==> src/rtl/toaplan2_prog_reader.sv <==
// Upload-side reader for the Toaplan2 ROM image: maps IOCTL byte addresses onto the
// SDRAM bank/word layout used at download time and returns one byte per read.
module toaplan2_prog_reader #(
  parameter logic [24:0] ROM01_PRG_LEN   = 25'h80000,
  parameter logic [24:0] GP9001_TILE_LEN = 25'h200000,
  parameter logic [24:0] PCM_DATA_LEN    = 25'h80000,
  parameter logic [25:0] PCM_OFFS        = 26'h120000,
  parameter int          TIMEOUT         = 255
) (
  input  logic        CLK,
  input  logic        RESET_N,
  input  logic        UPLOADING,
  input  logic        IOCTL_RD,
  input  logic [25:0] IOCTL_ADDR,
  input  logic [7:0]  GAME,
  output logic [7:0]  IOCTL_DIN,
  output logic        IOCTL_WAIT,
  output logic        RD_ERR,
  output logic [21:0] PROG_ADDR,
  output logic [1:0]  PROG_BA,
  output logic        PROG_RD,
  input  logic [15:0] PROG_DOUT,
  input  logic        PROG_RDY
);

  // state  | meaning
  // S_IDLE | accept IOCTL reads; answer GAME / out-of-range / cache hits directly
  // S_REQ  | raise PROG_RD, load the ready timer
  // S_WAIT | hold PROG_RD until PROG_RDY or timer expiry
  localparam logic [1:0] S_IDLE = 2'd0;
  localparam logic [1:0] S_REQ  = 2'd1;
  localparam logic [1:0] S_WAIT = 2'd2;

  localparam logic [25:0] ROM_BASE  = 26'd1;
  localparam logic [25:0] TILE_BASE = ROM_BASE + {1'b0, ROM01_PRG_LEN};
  localparam logic [25:0] PCM_BASE  = TILE_BASE + {1'b0, GP9001_TILE_LEN};
  localparam logic [25:0] ROM_END   = PCM_BASE + {1'b0, PCM_DATA_LEN};
  localparam logic [7:0]  TMR_LOAD  = 8'(TIMEOUT - 1);

  logic [1:0]  state;
  logic [7:0]  tmr;
  logic        lane_q;

  logic        cache_vld;
  logic [1:0]  cache_ba;
  logic [21:0] cache_word;
  logic [15:0] cache_data;

  logic [25:0] dec_off;
  logic [1:0]  dec_ba;
  logic [21:0] dec_word;
  logic        dec_lane;
  logic        cache_hit;
  logic [7:0]  cache_byte;

  // Region bases are odd, so the lane follows the offset inside the region, not raw a[0].
  always_comb begin
    dec_off = 26'd0;
    dec_ba  = 2'd0;
    if (IOCTL_ADDR < TILE_BASE) begin
      dec_off = IOCTL_ADDR - ROM_BASE;
      dec_ba  = 2'd0;
    end else if (IOCTL_ADDR < PCM_BASE) begin
      dec_off = IOCTL_ADDR - TILE_BASE;
      dec_ba  = 2'd1;
    end else begin
      dec_off = IOCTL_ADDR - PCM_BASE + PCM_OFFS;
      dec_ba  = 2'd0;
    end
  end

  assign dec_word   = 22'(dec_off >> 1);
  assign dec_lane   = dec_off[0];
  assign cache_hit  = cache_vld && (cache_ba == dec_ba) && (cache_word == dec_word);
  assign cache_byte = dec_lane ? cache_data[15:8] : cache_data[7:0];

  always_ff @(posedge CLK) begin
    if (!RESET_N) begin
      state      <= S_IDLE;
      tmr        <= 8'd0;
      lane_q     <= 1'b0;
      IOCTL_DIN  <= 8'd0;
      IOCTL_WAIT <= 1'b0;
      RD_ERR     <= 1'b0;
      PROG_ADDR  <= 22'd0;
      PROG_BA    <= 2'd0;
      PROG_RD    <= 1'b0;
      cache_vld  <= 1'b0;
      cache_ba   <= 2'd0;
      cache_word <= 22'd0;
      cache_data <= 16'd0;
    end else if (!UPLOADING) begin
      // Leaving the upload session aborts any fetch and drops all cached state.
      state      <= S_IDLE;
      IOCTL_WAIT <= 1'b0;
      PROG_RD    <= 1'b0;
      RD_ERR     <= 1'b0;
      cache_vld  <= 1'b0;
    end else begin
      case (state)
        S_IDLE: begin
          if (IOCTL_RD) begin
            if (IOCTL_ADDR == 26'd0) begin
              IOCTL_DIN <= GAME;
            end else if (IOCTL_ADDR >= ROM_END) begin
              IOCTL_DIN <= 8'hFF;
            end else if (cache_hit) begin
              IOCTL_DIN <= cache_byte;
            end else begin
              PROG_ADDR  <= dec_word;
              PROG_BA    <= dec_ba;
              lane_q     <= dec_lane;
              IOCTL_WAIT <= 1'b1;
              state      <= S_REQ;
            end
          end
        end
        S_REQ: begin
          PROG_RD <= 1'b1;
          tmr     <= TMR_LOAD;
          state   <= S_WAIT;
        end
        S_WAIT: begin
          if (PROG_RDY) begin
            IOCTL_DIN  <= lane_q ? PROG_DOUT[15:8] : PROG_DOUT[7:0];
            cache_vld  <= 1'b1;
            cache_ba   <= PROG_BA;
            cache_word <= PROG_ADDR;
            cache_data <= PROG_DOUT;
            PROG_RD    <= 1'b0;
            IOCTL_WAIT <= 1'b0;
            state      <= S_IDLE;
          end else if (tmr == 8'd0) begin
            IOCTL_DIN  <= 8'hFF;
            RD_ERR     <= 1'b1;
            PROG_RD    <= 1'b0;
            IOCTL_WAIT <= 1'b0;
            state      <= S_IDLE;
          end else begin
            tmr <= tmr - 8'd1;
          end
        end
        default: begin
          PROG_RD    <= 1'b0;
          IOCTL_WAIT <= 1'b0;
          state      <= S_IDLE;
        end
      endcase
    end
  end

endmodule

==> config.mk <==
export PLATFORM = sky130hd
export DESIGN_NAME = toaplan2_prog_reader
export DESIGN_NICKNAME = d
export VERILOG_FILES = /design/src/rtl/toaplan2_prog_reader.sv
export SDC_FILE = /design/constraint.sdc
export NUM_CORES = 1
export LEC_CHECK = 0
export CORE_UTILIZATION = 53
export CTS_CLUSTER_SIZE = 16
export DETAILED_ROUTE_END_ITERATION = 8
export PLACE_DENSITY = 0.81
export SLEW_MARGIN = 20
export SYNTH_ARGS = -nofsm -noshare
export SYNTH_HDL_FRONTEND = slang
export SYNTH_SLANG_ARGS = --single-unit
==> constraint.sdc <==
create_clock -name CLK -period 5.1 [get_ports CLK]
set_input_delay 1.02 -clock CLK [delete_from_list [all_inputs] [get_ports CLK]]
set_output_delay 1.02 -clock CLK [all_outputs]
set_load 0.05 [all_outputs]
* Yosys cells after proc, flatten, opt, wreduce, memory -nomap -nowiden
Index checks and enable logic that the tools add are counted.
** Storage, ports and cells
- Logic and storage cells :: 87
- Register bits after elaboration :: 87
- Input bits :: 55
** Cells by class
- Bitwise gates (word level) :: 6
- Muxes and demuxes :: 31
- $add $sub $neg :: 5
- Reduce and logical (&&, ||, !) cells :: 17
- Equal/unequal tests :: 12
- $lt $le $gt $ge :: 3
** Operators with widths (number)
- 2-to-1 mux 8 bit :: 10
- 2-to-1 mux 23 bit :: 2
- case mux 8 bit (2 select lines) :: 2
- >= comparator 26 x 22 -> 1 bit (second input constant) :: 1
- zero test 26 bit :: 1
- less-than comparator 26 x 20 -> 1 bit (second input constant) :: 1
- less-than comparator 26 x 22 -> 1 bit (second input constant) :: 1
- adder 23 x 21 -> 23 bit (second input constant) :: 1
- subtractor 23 x 1 -> 23 bit (second input constant) :: 1
- subtractor 23 x 20 -> 23 bit (second input constant) :: 1
- subtractor 23 x 22 -> 23 bit (second input constant) :: 1
- == test 22 bit :: 1
- 2-to-1 mux 2 bit :: 6
- inequality test 2 bit (second input constant) :: 6
- AND reduction 6 bit :: 2
- AND reduction 5 bit :: 2
- zero test 8 bit :: 1
- 2-to-1 mux 1 bit :: 8
- subtractor 8 x 1 -> 8 bit (second input constant) :: 1
- NOT 1 bit :: 6
- case mux 1 bit (3 select lines) :: 2
- case mux 2 bit (3 select lines) :: 1
- AND reduction 2 bit :: 3
- AND reduction 3 bit :: 2
- 9 further kinds :: 11

* Depth between registers and ports, before layout
Gate-level depths: netlist of the first run.
- Word-level depth :: 11
- Gate-level depth with buffers :: 13
- Mapped depth without buffers :: 11

* Least setup slack after synthesis of the first run
OpenSTA, ideal clock, no wires.
- Path kind :: input-to-reg
- Start :: input IOCTL_ADDR[0]
- End :: register PROG_ADDR[11]
- Setup time :: 0.121 ns
- Stages :: 13
- Data arrival time :: 4.304 ns
- Path buffers :: 2
- Setup slack :: 0.674 ns
- Cell sequence :: clkbuf_1 -> inv_1 -> ha_1 -> nor3b_2 -> nand4_1 -> o311ai_1 -> a221oi_1 -> o32a_1 -> and3_1 -> a2111oi_4 -> a211oi_4 -> buf_6 -> mux2_4
** On the way
- Longest elaborated chain between the ends :: 8
- Elaborated cells on any way between the ends :: 20
** RTL lines
- start, declared :: RTL line 14 : input logic [25:0] IOCTL_ADDR,
- subtractor 23 x 22 -> 23 bit / less-than comparator 26 x 22 -> 1 bit (equally long branches) :: RTL line 67, 63
- adder 23 x 21 -> 23 bit / 2-to-1 mux 1 bit (equally long branches) :: RTL line 67, 63
- 2-to-1 mux 23 bit / 2-to-1 mux 1 bit (equally long branches) :: RTL line 63, 60
- 2-to-1 mux 23 bit / == test 2 bit (equally long branches) :: RTL line 60, 74
- == test 22 bit / logical AND 1 bit (equally long branches) :: RTL line 74 : assign cache_hit = cache_vld && (cache_ba == dec_ba) && (cache_word == dec_word);
- logical AND 1 bit :: RTL line 74
- NOT 1 bit (no source line)
- AND reduction 6 bit (no source line)
- end signal, assigned :: RTL line 110 : PROG_ADDR <= dec_word;
- end, declared :: RTL line 19 : output logic [21:0] PROG_ADDR,
Several ways; a longest one is shown, not always the timed one.
A chain may end at the register's enable or synchronous reset.

* Final worst setup path of the first run
- Start :: input IOCTL_ADDR[11]
- End :: register PROG_ADDR[6]
The elaborated chain is that of the path after synthesis.

==> results of run 1 <==
cells in the final DEF (no fill, tap or decap), drive strengths merged, types with 3 or more instances in the layout:
cell and instances:
a2111oi 4, nand2 139, or4 9, o22ai 8
mux2i 35, buf 51, inv 15, and3 3
a211oi 4, nand4 8, xor2 18, or3 6
clkbuf 9, nor2 30, dfxtp 85, xnor2 23
clkdlybuf4s50 87, nand3 10, nor4 11, o21ai 9
a21oi 56, ha 4, nor3 14, a221o 8
a221oi 3, mux2 14, nor2b 8, and2 9
nand2b 7, nand3b 6
routing by layer:
layer	vias up	global-route usage, %	share of wire, %	wire (um)
met3	41	4.47	4.9	688
met5	-	0	0	0
met2	176	54.2	50	7060
met4	0	14.1	3.2	449
li1	2395	-	-	-
met1	2375	35.1	42	5830
through the flow:
stage / std cells / total power, mW / setup TNS (ps)
floorplan: 619 / 0.813 / 0
global placement: 826 / 0.913 / -761
detailed placement: 826 / 0.916 / -2200
CTS: 842 / 1.41 / 0
global route: 843 / 1.46 / 0
finish: 843 / 1.42 / 0
state kept, by name, summed over array words and instances (netlist names), 2 cells and up:
signal      cells
state           2
tmr             8
cache_word     22
cache_data     16
IOCTL_DIN       8
PROG_ADDR      22
critical path, stage by stage:
cell and delay [ps]:
clkdlybuf4s50_1 450, or4_1 570, or4_4 540, buf_4 170, o21ai_0 200, nand2_1 70, a2111oi_0 670, nand4_1 330
nor3_2 300, a211oi_4 190, buf_8 210, mux2_4 300
cells in the mapped netlist, types with 4 or more instances:
master    instances
a21oi_1          55
a221o_1           8
and2_1            9
clkbuf_1         33
dfxtp_1          85
ha_1              4
inv_1            11
mux2_2           12
mux2i_1          35
nand2_1         139
nand2b_1          7
nand3_1          10
nand3b_1          6
nand4_1           8
nor2_1           30
nor2b_1           8
nor3_1           13
nor4_1            8
o21ai_0           9
o22ai_1           8
or3_1             6
or4_1             8
xnor2_1          23
xor2_1           18
worst min-delay path by stage:
stage                                from                         end  slack, ps  cells past startpoint
3_5_place_dp      IOCTL_WAIT$_SDFFE_PN0P_     IOCTL_WAIT$_SDFFE_PN0P_        440                      2
4_1_cts           IOCTL_WAIT$_SDFFE_PN0P_     IOCTL_WAIT$_SDFFE_PN0P_        460                      2
6_report          IOCTL_WAIT$_SDFFE_PN0P_     IOCTL_WAIT$_SDFFE_PN0P_        450                      2
3_3_place_gp      IOCTL_WAIT$_SDFFE_PN0P_     IOCTL_WAIT$_SDFFE_PN0P_        440                      2
5_1_grt           IOCTL_WAIT$_SDFFE_PN0P_     IOCTL_WAIT$_SDFFE_PN0P_        480                      2
2_1_floorplan  cache_data[0]$_SDFFE_PN0P_  cache_data[0]$_SDFFE_PN0P_        430                      2
power by group through the flow:
stage	Sequential, mW	Clock, mW	Combinational [mW]
floorplan	0.711	0	0.103
global placement	0.690	0	0.223
detailed placement	0.690	0	0.226
CTS	0.675	0.510	0.227
global route	0.676	0.543	0.246
finish	0.675	0.511	0.230
logic make-up after synthesis:
family,Yosys count,share of synthesized area (%)
other cells,1,0.0753
simple gates,268,25.9
buf+inv,52,4.42
compound gates,118,16.3
flops,85,34.2
xor+xnor,42,7.69
mux,49,10.4
fa+ha+maj,4,1.01
area by class of cell:
type / instances / area [um^2] / share of cell area [%]
clock buffers: 9 / 124 / 1.94
clock inverters: 7 / 80.1 / 1.25
inverters: 11 / 41.3 / 0.645
multi-input cells: 482 / 3060 / 47.8
flip-flops and latches: 85 / 1700 / 26.6
well taps: 111 / 139 / 2.17
repair buffers: 138 / 1260 / 19.7
==> flow_summary.yaml, run 1 <==
final_layout:
  stdcell_area_um2: 6400
  n_antenna_cell: 0
  final_nets: 786
  drive_above_1_share_pct: 13.1
  fillCellCount: 758
  area_delta_synth_final_pct: 28.6
  utilization_pct: 69.9
synth:
  synthTopCellsByArea: "dfxtp_1, nand2_1, mux2i_1, a21oi_1, xnor2_1"
  synth-async-reset-ratio_pct: 0
  synth_top_area_share_pct: 34.2
  synth_cells: 619
  ys_seq_area_share_pct: 34.2
  netlist_area_um2: 4980
  ys.flop_type: "dfxtp_1"
  avgSynthCellArea_um2: 8.04
  syn-num-nets: 678
  ys_ff_latch: 85
  synth.distinct_cells: 71
  ys_warn_count: 0
  yosysTopAreaCell: "dfxtp_1"
  synth_edf_count: 0
worst_hold_path:
  worstHoldPathType: "reg2reg"
sta:
  hold-worst-slack_ps: 452
  hold_violations: 0
  finClkSkew_ps: 9.56
  min_period_ps: 4760
  max_freq_mhz: 210
  drv_slew: 0
  worst_slack_ps: 337
  setup_viol: 0
  max_slew_margin_pct: 48.2
  worstMarginPinSlew_ps: 757
  finalCritPeriodShare_pct: 93.4
  rsz0062_at_grt: "false"
detailed_routing:
  totalWireLength_um: 14000
  wl_per_cell_um: 16.6
  vias: 4987
  firstDrtPassIters: 4
  vias_per_cell: 5.92
  drt.antenna.violating_nets: 0
  first_iter_violations: 246
  drc: 0
pwr:
  p_int_mw: 1.01
  power.share.clock_pct: 36.1
  power_per_cell_area_nw_per_um2: 221
  p_leak_nw: 2.30
  sw_frac_of_total_pct: 28.6
  power_switching_mw: 0.405
  ir_drop_mv: 0.159
  seq_power_share_pct: 47.7
  p_comb_share_pct: 16.2
clocking:
  numCtsBuffers: 9
  clock_path_buffers: 2
  ctsRootBufferMaster: "clkbuf_8"
  cts_setup_buffers: 0
  clkLatencyLatePin_ps: 370
  path_clk_slew_ps: 90
  cts.repair.resized: 0
  holdBufCountCts: 0
  cts_num_sinks: 85
  cts_max_level: 3
  cts_tree: "yes"
floorplanning:
  rows: 35
  core-area_um2: 9150
  dieArea_um2: 9790
  pin_count: 90
  initial_utilization_pct: 54.4
  die_w_um: 98.9
  die-height_um: 98.9
place:
  place.gp.congestion: 0.917
  post-place-ws_ps: -184
  place_area_um2: 6180
  portBuffers: 88
  dp_hpwl_um: 10200
worst_setup_path:
  endpoint: "PROG_ADDR[6]$_SDFFE_PN0P_"
  r2r_start: "cache_word[0]$_SDFFE_PN0P_"
  crit_fanout: 10
  rr_endpoint: "PROG_ADDR[6]$_SDFFE_PN0P_"
  worst-setup-path-type: "in2reg"
  startpoint_type: "primary input"
  cp.arrival_ps: 5030
  startpoint: "IOCTL_ADDR[11]"
  r2r_slack_ps: 1700
  crit_required_ps: 5360
  endpoint_kind: "flip-flop"
  reg2regPathDepth: 10
run:
  cap_violations: 0
global_routing:
  grt_pass1_vias: 5050
  grt_antenna_before_repair: 0
  grt_start_max_net_pins: 56
  grt_overflow: 0
  grtUsageTotal_pct: 30.1
  grt_pass1_wl_um: 23800
outcome:
  status: "finished, final reports clean"
Note: power is estimated with default switching activity, not from simulation.
==> inputs of run 2 (changes only) <==
- CORE_ASPECT_RATIO: default -> 0.75
- SETUP_SLACK_MARGIN: default -> 0.02
- SKIP_LAST_GASP: default -> 1
==> flow_summary.yaml, run 2 (same netlist as run 1, synthesis figures left out) <==
final_layout:
  n_antenna_cell: 0
  utilization_pct: 71.7
  mostFrequentLayoutCells: "nand2_1, clkdlybuf4s50_1, dfxtp_1, a21oi_1, buf_4"
  reg.largest.list: "PROG_ADDR (22), cache_word (22), cache_data (16)"
  final_cell_count_no_fill: 860
  final_common_cell: "nand2_1"
  drive_above_1_share_pct: 13.1
  area_delta_synth_final_pct: 30.9
  final_nets: 786
clocking:
  numCtsBuffers: 9
  cts_num_sinks: 85
  holdBufCountCts: 0
  cts.repair.resized: 0
  cts_setup_buffers: 0
  ctsRootBufferMaster: "clkbuf_16"
  clkLatencyLatePin_ps: 340
  clock_path_buffers: 2
  path_clk_slew_ps: 60
  cts_tree: "yes"
  cts_max_level: 3
sta:
  finClkSkew_ps: 8.07
  hold_violations: 0
  max_slew_margin_pct: 35.6
  rsz0062_at_grt: "false"
  drv_slew: 0
  setup_viol: 0
  finalCritPeriodShare_pct: 95.2
  max_freq_mhz: 206
  min_period_ps: 4850
  worstMarginPinSlew_ps: 966
outcome:
  status: "finished, final reports clean"
worst_setup_path:
  cp_slowest_stage_delay_ps: 540
  crit_required_ps: 5320
  crit_fanout: 12
  path_cells: "clkdlybuf4s50_1 -> inv_1 -> ha_1 -> buf_4 -> or3b_2 -> or4_1 -> xnor2_1 -> nand4_1 -> a2111oi_0 -> nand4_1 -> nor3_2 -> a211oi_4 -> buf_6 -> buf_4 -> mux2i_1"
  worst-setup-path-type: "in2reg"
  slowest_stage: "a2111oi_0"
  startpoint_type: "primary input"
  endpoint_kind: "flip-flop"
  critPathBufInv: 5
  cp.arrival_ps: 5080
  cp_top_family: "simple AND/OR/NAND/NOR gates"
pwr:
  p_leak_nw: 2.34
  power_per_cell_area_nw_per_um2: 242
  total_power_mw: 1.58
  ir_drop_mv: 0.226
global_routing:
  grtUsageTotal_pct: 31.5
  grt_antenna_before_repair: 0
  grt_pass1_wl_um: 24300
  grt_start_max_net_pins: 61
  grt_pass1_vias: 4923
  grt_overflow: 0
floorplanning:
  dieArea_um2: 9790
  pin_count: 90
  die-height_um: 85.9
  core-area_um2: 9080
  die_w_um: 114
  initial_utilization_pct: 54.8
  rows: 30
place:
  place.gp.congestion: 1.03
  dpl.cell_count: 843
  dp_hpwl_um: 10700
  portBuffers: 88
detailed_routing:
  first_iter_violations: 480
  drt.antenna.violating_nets: 0
  vias: 5095
  wl_per_cell_um: 17.6
  firstDrtPassIters: 5
  drc: 0
  totalWireLength_um: 15100
  vias_per_cell: 5.92
worst_hold_path:
  worstHoldPathType: "reg2reg"
run:
  cap_violations: 0
-- run 2: layout make-up --
cell class                      instances  area (um^2)
Timing Repair Buffer                  138         1250
Clock inverter                          5         57.6
Inverter                               11         41.3
Fill cell                             701         2570
Sequential cell                        85         1700
Tap cell                              128          160
Clock buffer                           11          243
Multi-Input combinational cell        482         3060
-- run 2: through the flow --
stage	hold WS, ps	setup WS, ps	instance area, um^2	TNS [ps]
floorplan	433	674	4980	0
global placement	440	-78.7	6200	-619
detailed placement	447	-221	6200	-2140
CTS	456	153	6500	0
global route	487	106	6520	0
finish	452	245	6520	0
-- run 2: tightest hold or removal path, cell delays in order, from the launching register on --
cell and delay (ps):
dfxtp_1 310, nand2_1 50, a21oi_1 50
-- run 2: where the power goes --
part	internal (mW)	switching [mW]	total, mW	leakage [nW]
sequential	0.670	0.00521	0.676	0.686
combinational	0.107	0.128	0.235	1.51
clock	0.394	0.274	0.668	0.150
-- run 2: routing by layer --
| metal | vias up | track usage, % | part of all wire (%) |
|---|---|---|---|
| met5 | - | 0 | 0 |
| met4 | 0 | 9.68 | 1.5 |
| met3 | 28 | 7.84 | 8.2 |
| met2 | 257 | 48.4 | 44 |
| met1 | 2412 | 43.4 | 46 |
| li1 | 2398 | - | - |
-- run 2: worst paths after layout --
kind                         startpoint                         end  slack (ps)  cells past startpoint
max reg2reg         tmr[3]$_SDFFE_PN0P_   IOCTL_DIN[6]$_SDFFE_PN0P_        1830                      8
min          cache_data[7]$_SDFFE_PN0P_  cache_data[7]$_SDFFE_PN0P_         450                      2
max                       IOCTL_ADDR[0]   PROG_ADDR[4]$_SDFFE_PN0P_         250                     15
min reg2reg  cache_data[7]$_SDFFE_PN0P_  cache_data[7]$_SDFFE_PN0P_         450                      2
